==> src/rtl/serial_sub32_if.sv <==
// Handshake and operand/result bundle for the bit-serial subtractor.
// The master drives the request side; the slave (the subtractor) returns results and status.
interface serial_sub32_if #(
    parameter int WIDTH = 32
);
    logic             start;
    logic [WIDTH-1:0] A;
    logic [WIDTH-1:0] B;
    logic             Bin;
    logic [WIDTH-1:0] D;
    logic             Bout;
    logic             V;
    logic             Z;
    logic             busy;
    logic             done;

    modport master (
        output start, A, B, Bin,
        input  D, Bout, V, Z, busy, done
    );

    modport slave (
        input  start, A, B, Bin,
        output D, Bout, V, Z, busy, done
    );
endinterface

==> src/rtl/serial_sub32.sv <==
// Bit-serial subtractor D = A - B - Bin: one full-subtractor bit per clock, LSB first.
// Results and flags are registered at the end of the run and held until the next run completes.
module serial_sub32 #(
    parameter int WIDTH = 32
) (
    input  logic            clk,
    input  logic            rst,
    serial_sub32_if.slave   bus
);
    localparam int CW = (WIDTH > 2) ? $clog2(WIDTH) : 1;

    typedef enum logic [1:0] {
        IDLE = 2'd0,
        RUN  = 2'd1,
        DONE = 2'd2
    } state_t;

    state_t           state_q, state_d;
    logic [WIDTH-1:0] a_sr, b_sr, res;
    logic [CW-1:0]    cnt;
    logic             br;
    logic             a_msb, b_msb;
    logic [WIDTH-1:0] d_q;
    logic             bout_q, v_q, z_q;

    logic             d_bit, br_next, last;
    logic [WIDTH-1:0] res_next;

    assign d_bit    = a_sr[0] ^ b_sr[0] ^ br;
    assign br_next  = (~a_sr[0] & b_sr[0]) | (~(a_sr[0] ^ b_sr[0]) & br);
    assign res_next = {d_bit, res[WIDTH-1:1]};
    assign last     = (cnt == CW'(WIDTH - 1));

    always_comb begin
        state_d = state_q;
        unique case (state_q)
            IDLE:    if (bus.start) state_d = RUN;
            RUN:     if (last) state_d = DONE;
            DONE:    state_d = IDLE;
            default: state_d = IDLE;
        endcase
    end

    always_ff @(posedge clk or posedge rst) begin
        if (rst) state_q <= IDLE;
        else     state_q <= state_d;
    end

    always_ff @(posedge clk or posedge rst) begin
        if (rst) begin
            a_sr   <= '0;
            b_sr   <= '0;
            res    <= '0;
            cnt    <= '0;
            br     <= 1'b0;
            a_msb  <= 1'b0;
            b_msb  <= 1'b0;
            d_q    <= '0;
            bout_q <= 1'b0;
            v_q    <= 1'b0;
            z_q    <= 1'b0;
        end else begin
            unique case (state_q)
                IDLE: begin
                    if (bus.start) begin
                        a_sr  <= bus.A;
                        b_sr  <= bus.B;
                        br    <= bus.Bin;
                        a_msb <= bus.A[WIDTH-1];
                        b_msb <= bus.B[WIDTH-1];
                        res   <= '0;
                        cnt   <= '0;
                    end
                end
                RUN: begin
                    a_sr <= a_sr >> 1;
                    b_sr <= b_sr >> 1;
                    br   <= br_next;
                    res  <= res_next;
                    cnt  <= cnt + CW'(1);
                    // The final bit is still combinational here, so flags use res_next/d_bit.
                    if (last) begin
                        d_q    <= res_next;
                        bout_q <= br_next;
                        v_q    <= (a_msb != b_msb) & (d_bit != a_msb);
                        z_q    <= (res_next == '0);
                    end
                end
                default: ;
            endcase
        end
    end

    assign bus.D    = d_q;
    assign bus.Bout = bout_q;
    assign bus.V    = v_q;
    assign bus.Z    = z_q;
    assign bus.busy = (state_q == RUN);
    assign bus.done = (state_q == DONE);
endmodule

==> src/flat_wrapper.sv <==
// flat-port wrapper written by rule: the top's interface ports become plain ports
module serial_sub32_flat 
#(
    parameter int WIDTH = 32
)
  (clk, rst, bus_start, bus_A, bus_B, bus_Bin, bus_D, bus_Bout, bus_V, bus_Z, bus_busy, bus_done);
  serial_sub32_if #(.WIDTH(WIDTH)) bus_i ();
  input  logic clk;
  input  logic rst;
  input wire logic [$bits(bus_i.start)-1:0] bus_start;
  input wire logic [$bits(bus_i.A)-1:0] bus_A;
  input wire logic [$bits(bus_i.B)-1:0] bus_B;
  input wire logic [$bits(bus_i.Bin)-1:0] bus_Bin;
  output wire logic [$bits(bus_i.D)-1:0] bus_D;
  output wire logic [$bits(bus_i.Bout)-1:0] bus_Bout;
  output wire logic [$bits(bus_i.V)-1:0] bus_V;
  output wire logic [$bits(bus_i.Z)-1:0] bus_Z;
  output wire logic [$bits(bus_i.busy)-1:0] bus_busy;
  output wire logic [$bits(bus_i.done)-1:0] bus_done;
  assign bus_i.start = bus_start;
  assign bus_i.A = bus_A;
  assign bus_i.B = bus_B;
  assign bus_i.Bin = bus_Bin;
  assign bus_D = bus_i.D;
  assign bus_Bout = bus_i.Bout;
  assign bus_V = bus_i.V;
  assign bus_Z = bus_i.Z;
  assign bus_busy = bus_i.busy;
  assign bus_done = bus_i.done;
  serial_sub32 #(.WIDTH(WIDTH)) u_core (.clk(clk), .rst(rst), .bus(bus_i));
endmodule
==> config.mk <==
export PLATFORM = sky130hd
export DESIGN_NAME = serial_sub32_flat
export DESIGN_NICKNAME = d
export VERILOG_FILES = /design/src/rtl/serial_sub32_if.sv /design/src/rtl/serial_sub32.sv /design/src/flat_wrapper.sv
export SDC_FILE = /design/constraint.sdc
export NUM_CORES = 1
export LEC_CHECK = 0
export BUFFER_PORTS_ARGS = -buffer_cell sky130_fd_sc_hd__buf_4
export CORE_MARGIN = 2
export CORE_UTILIZATION = 60
export CTS_CLUSTER_SIZE = 8
export DETAILED_ROUTE_END_ITERATION = 16
export PLACE_DENSITY = 0.91
export SLEW_MARGIN = 20
export SYNTH_ARGS = -nofsm -noshare
export SYNTH_HDL_FRONTEND = slang
export SYNTH_SLANG_ARGS = --single-unit
==> constraint.sdc <==
create_clock -name clk -period 7 [get_ports clk]
set_input_delay 1.4 -clock clk [delete_from_list [all_inputs] [get_ports clk]]
set_output_delay 1.4 -clock clk [all_outputs]
set_load 0.02 [all_outputs]
Yosys cells after proc, flatten, opt, wreduce, memory -nomap -nowiden --
Index checks and enable logic that the tools add are counted.
Storage, ports and cells: register bits 141
Operators by class: $add $sub $neg 1, eq/ne operators 7, mux-type cells 13, bitwise operators 8, reduce and logical (&&, ||, !) cells 7
Operators by type and width (number):
- $pmux W32 S2 | 3
- $mux W32 | 3
- $logic_not A32 Y1 | 1
- $pmux W5 S2 | 1
- $reduce_and A2 Y1 | 4
- $add A5 B1 Y5 const B | 1
- $eq A5 B5 Y1 const B | 1
- $mux W5 | 1
- $mux W2 | 2
- $pmux W2 S2 | 1
- $and A1 B1 Y1 | 3
- $eq A2 B1 Y1 const B | 1
- $eq A2 B2 Y1 const B | 1
- $logic_not A2 Y1 | 1
- $ne A1 B1 Y1 | 2
- $ne A2 B1 Y1 const B | 1
- $ne A2 B2 Y1 const B | 1
- $not A1 Y1 | 2
- $pmux W1 S2 | 1
- $reduce_bool A2 Y1 | 1
- $xor A1 B1 Y1 | 2
- $mux W1 | 1
- $or A1 B1 Y1 | 1

Longest topological paths before layout --
depth in word-level cells 5, depth in mapped cells 8

Worst setup path before layout --
OpenSTA, ideal clock, no wires.
path type reg-to-output, start point reg u_core.state_q[0], end point out bus_done, arrival 1.121 ns, required time 5.600 ns, path slack 4.479 ns, stages on the path, launching flop included 4, cell sequence dfrtp_1 clkbuf_1 buf_2 nor2b_1
Between the ends: word-level cells in the longest chain between the ends 1
Ends and longest elaborated chain:
- start, declared | line serial_sub32.sv:18 | state_t state_q, state_d;
- start signal, assigned | line serial_sub32.sv:46 | else state_q <= state_d;
- $eq A2 B2 Y1 | line serial_sub32.sv:99 | assign bus.done = (state_q == DONE);
- end, declared | line flat_wrapper.sv:19 | output wire logic [$bits(bus_i.done)-1:0] bus_done;
No other way between the ends.

Worst setup path in the final report --
start point reg u_core.state_q[1], end point out bus_busy
Between the ends: word-level cells in the longest chain between the ends 1
Ends and longest elaborated chain:
- $eq A2 B1 Y1 | line serial_sub32.sv:98 | assign bus.busy = (state_q == RUN);
- end, declared | line flat_wrapper.sv:18 | output wire logic [$bits(bus_i.busy)-1:0] bus_busy;
No other way between the ends.

==> flow_summary.yaml <==
placement:
  io_buffer_count: 104
  place.gp.congestion: 0.812
  dp_hpwl_um: 8190
  placement.setup.worst_slack_ns: 3.67
  post_dp_cell_area_um2: 6980
finish:
  insertedDiodeCount: 0
  total_area_of_multi_input_combinational_cells_um2: 2450
  layout.filler_cells: 673
  area.sequential_um2: 3510
  layout.cell_area.non_filler_um2: 7590
  areaGrowthSynthToFinish_pct: 22.6
  final_layout_size_suffix_gt1_share_pct: 27.3
  nets: 713
floorplan:
  die_x_um: 106
  starting_density_pct: 60.8
  die_h_um: 106
  core_um2: 10200
  top_level_ports: 105
  std_cell_rows: 37
  die-area_um2: 11100
sta:
  final-setup-viol-count: 0
  worstMarginPinSlew_ns: 0.950
  maxClockFrequency_mhz: 257
  slew_headroom_pct: 36.7
  fin_hold_ws_ns: 0.488
  tns_ns: 0
  rsz0062_at_grt: "false"
  min_period_ns: 3.90
  final_critical_path_setup_slack_ns: 3.10
  finalHoldViolCount: 0
  skew_ns: 0.00677
  final_max_slew_viol_count: 0
  layout_worst_path_cycle_share_pct: 55.7
clocking:
  tritoncts_clock_tree: "yes"
  clock_latency_ns: 0.52
  total_cts_buffers: 17
  clockRootBuffer: "sky130_fd_sc_hd__clkbuf_8"
  clk_pin_slew_worst_paths_ns: 0.06
  ctsHtreeMaxLevel: 4
  cts.repair_timing.setup_buffer_count: 0
  holdBufCountCts: 0
  cts_buffer_depth: 2
  ctsResizeCount: 0
  cts.sink_count: 140
worst_setup_path:
  regToRegSetupSlack_ns: 4.50
  critical_path.reg2reg.startpoint: "u_core.state_q[0]$_DFFE_PP0P_"
  crit-reg2reg-capture: "u_core.b_sr[30]$_DFFE_PP0P_"
  worstPathArrival_ns: 2.50
  max_fanout_on_critical_path: 72
  critPathLaunchType: "register"
  timing.reg2reg.worst_path_depth: 5
  type_of_the_worst_setup_path: "register to output port"
  setup.worst_path.end_class: "output port"
  cp.required_ns: 5.60
grt:
  overflow: 0
  grt_pass1_vias: 4531
  initial_antenna_violation_count: 0
  first_pass_grt_wire_length_um: 22500
  grt_util_all_layers_pct: 25.5
  maximum_number_of_pins_on_one_net_before_global_route_repair: 115
logic_synthesis:
  synth-async-reset-ratio_pct: 100
  synth_cells: 559
  synth.area.top_cells: "sky130_fd_sc_hd__dfrtp_1 (57%), sky130_fd_sc_hd__and3b_1 (6.1%), sky130_fd_sc_hd__mux2_2 (5.8%)"
  ys_seq_area_share_pct: 56.6
  synth_largest_type_area_fraction_pct: 56.6
  count_leader_synth: "sky130_fd_sc_hd__dfrtp_1"
  yosys.area.top_type: "sky130_fd_sc_hd__dfrtp_1"
  synth-seq-cells: 140
  synth.cell_area_um2: 6190
  post_synth.cell_area_avg_um2: 11.1
  netlist-cell-type-count: 31
  number_of_enable_type_register_cells_in_the_synthesized_netlist: 0
  synth_flop_cell: "sky130_fd_sc_hd__dfrtp_1"
  yosys_warnings: 0
  synth_top_cells_by_count: "sky130_fd_sc_hd__dfrtp_1 (140), sky130_fd_sc_hd__a21oi_1 (66), sky130_fd_sc_hd__o21ai_0 (54)"
  synth.net_count: 630
detailed_routing:
  wire_per_inst_um: 17.1
  dr.first_iter.drc_count: 323
  drt-pass1-iter-count: 5
  drc_errors: 0
  drt_wl_total_um: 13600
  drt.antenna.violating_nets: 0
  vias: 4688
  post_drt_via_cell_ratio: 5.93
power:
  vdd_drop_max_mv: 0.213
  power.leakage_nw: 3.80
  pwr_density_cell_nw_per_um2: 427
outcome:
  outcome: "completed"
min_path:
  hold-path-endpoint: "u_core.bus.Bout$_DFFE_PP0P_"
  hold_start: "u_core.bus.Bout$_DFFE_PP0P_"
  hold_path_class: "register to register"
  whs_path_depth: 2
run:
  cap_viol_max_count: 0
[layout make-up]
type                       count  share of cell area [%]
clock inverter                13                    2.03
timing repair buffer         110                    11.1
multi-input combinational    366                    32.3
tap                          136                    2.24
clock buffer                  19                    5.69
sequential                   140                    46.2
inverter                       7                   0.412
[flip-flops by register name (all words and copies together), names as in the netlist, 2 cells and up]
name            count
u_core.a_sr        32
u_core.b_sr        32
u_core.bus.D       32
u_core.res         31
u_core.cnt          5
u_core.state_q      2
[through the flow]
step / instances / power, W / util [%]
floorplan: 559 / 0.00202 / -
CTS: 790 / 0.00325 / 74.2
global placement: 758 / 0.00227 / 68.5
global route: 791 / 0.00344 / 74.5
detailed placement: 758 / 0.00235 / 68.5
finish: 791 / 0.00324 / 74.5
[critical path: stages, from the launching register on]
cell and delay, ns:
sky130_fd_sc_hd__dfrtp_2 0.38, sky130_fd_sc_hd__buf_4 0.33, sky130_fd_sc_hd__nand2b_1 0.29, sky130_fd_sc_hd__inv_2 0.69, sky130_fd_sc_hd__buf_4 0.28
[routing by layer]
layer / GRT usage (%) / wire, um / share of wire (%)
met3: 6.18 / 703 / 5.2
met5: 0 / 0 / 0
met4: 7.14 / 159 / 1.2
met2: 41.5 / 7070 / 52
met1: 34.4 / 5620 / 41
[logic make-up after synthesis]
family / count (synthesis) / share of synthesized area, %
muxes: 37 / 6.69
AOI/OAI and AO/OA: 191 / 18.5
buffers and inverters: 53 / 3.92
DFF: 140 / 56.6
adders and majority gates: 3 / 0.728
and+or+nand+nor: 135 / 13.5
[how the worst max path moves through the flow]
stage / end / cells past startpoint / start / slack (ns)
detailed placement: bus_busy / 4 / u_core.state_q[1]$_DFFE_PP0P_ / 3.67
finish: bus_busy / 4 / u_core.state_q[1]$_DFFE_PP0P_ / 3.10
floorplan: u_core.a_msb$_DFFE_PP0P_ / 1 / rst / 1.85
CTS: bus_busy / 4 / u_core.state_q[1]$_DFFE_PP0P_ / 3.10
global placement: bus_busy / 4 / u_core.state_q[1]$_DFFE_PP0P_ / 3.72
global route: bus_busy / 4 / u_core.state_q[1]$_DFFE_PP0P_ / 2.94
[power breakdown]
| group | leakage [nW] | total, W | switching (W) | internal (W) |
|---|---|---|---|---|
| sequential | 1.84 | 0.00138 | 0.000250 | 0.00113 |
| combinational | 1.68 | 0.000982 | 0.000511 | 0.000472 |
| clock | 0.281 | 0.000884 | 0.000358 | 0.000526 |
| total | 3.80 | 0.00324 | 0.00112 | 0.00212 |
[placed cells by master (no fill, tap or decap), types with 2 or more instances in the layout]
cell type and n:
sky130_fd_sc_hd__a21oi_1 66, sky130_fd_sc_hd__a22o_1 34, sky130_fd_sc_hd__a22oi_1 19, sky130_fd_sc_hd__a2bb2oi_1 2, sky130_fd_sc_hd__and3b_1 43, sky130_fd_sc_hd__buf_4 109, sky130_fd_sc_hd__bufinv_16 2, sky130_fd_sc_hd__clkbuf_16 16
sky130_fd_sc_hd__clkbuf_8 2, sky130_fd_sc_hd__clkinv_4 2, sky130_fd_sc_hd__clkinvlp_4 2, sky130_fd_sc_hd__dfrtp_1 138, sky130_fd_sc_hd__dfrtp_2 2, sky130_fd_sc_hd__ha_1 2, sky130_fd_sc_hd__inv_1 5, sky130_fd_sc_hd__inv_6 8
sky130_fd_sc_hd__mux2_1 3, sky130_fd_sc_hd__mux2_2 32, sky130_fd_sc_hd__mux2i_1 2, sky130_fd_sc_hd__nand2_1 50, sky130_fd_sc_hd__nand4_1 2, sky130_fd_sc_hd__nor2_1 2, sky130_fd_sc_hd__nor2b_1 25, sky130_fd_sc_hd__nor4_1 8
sky130_fd_sc_hd__o21ai_0 54, sky130_fd_sc_hd__o21ai_1 14
Power figures use the tool's default switching activity.
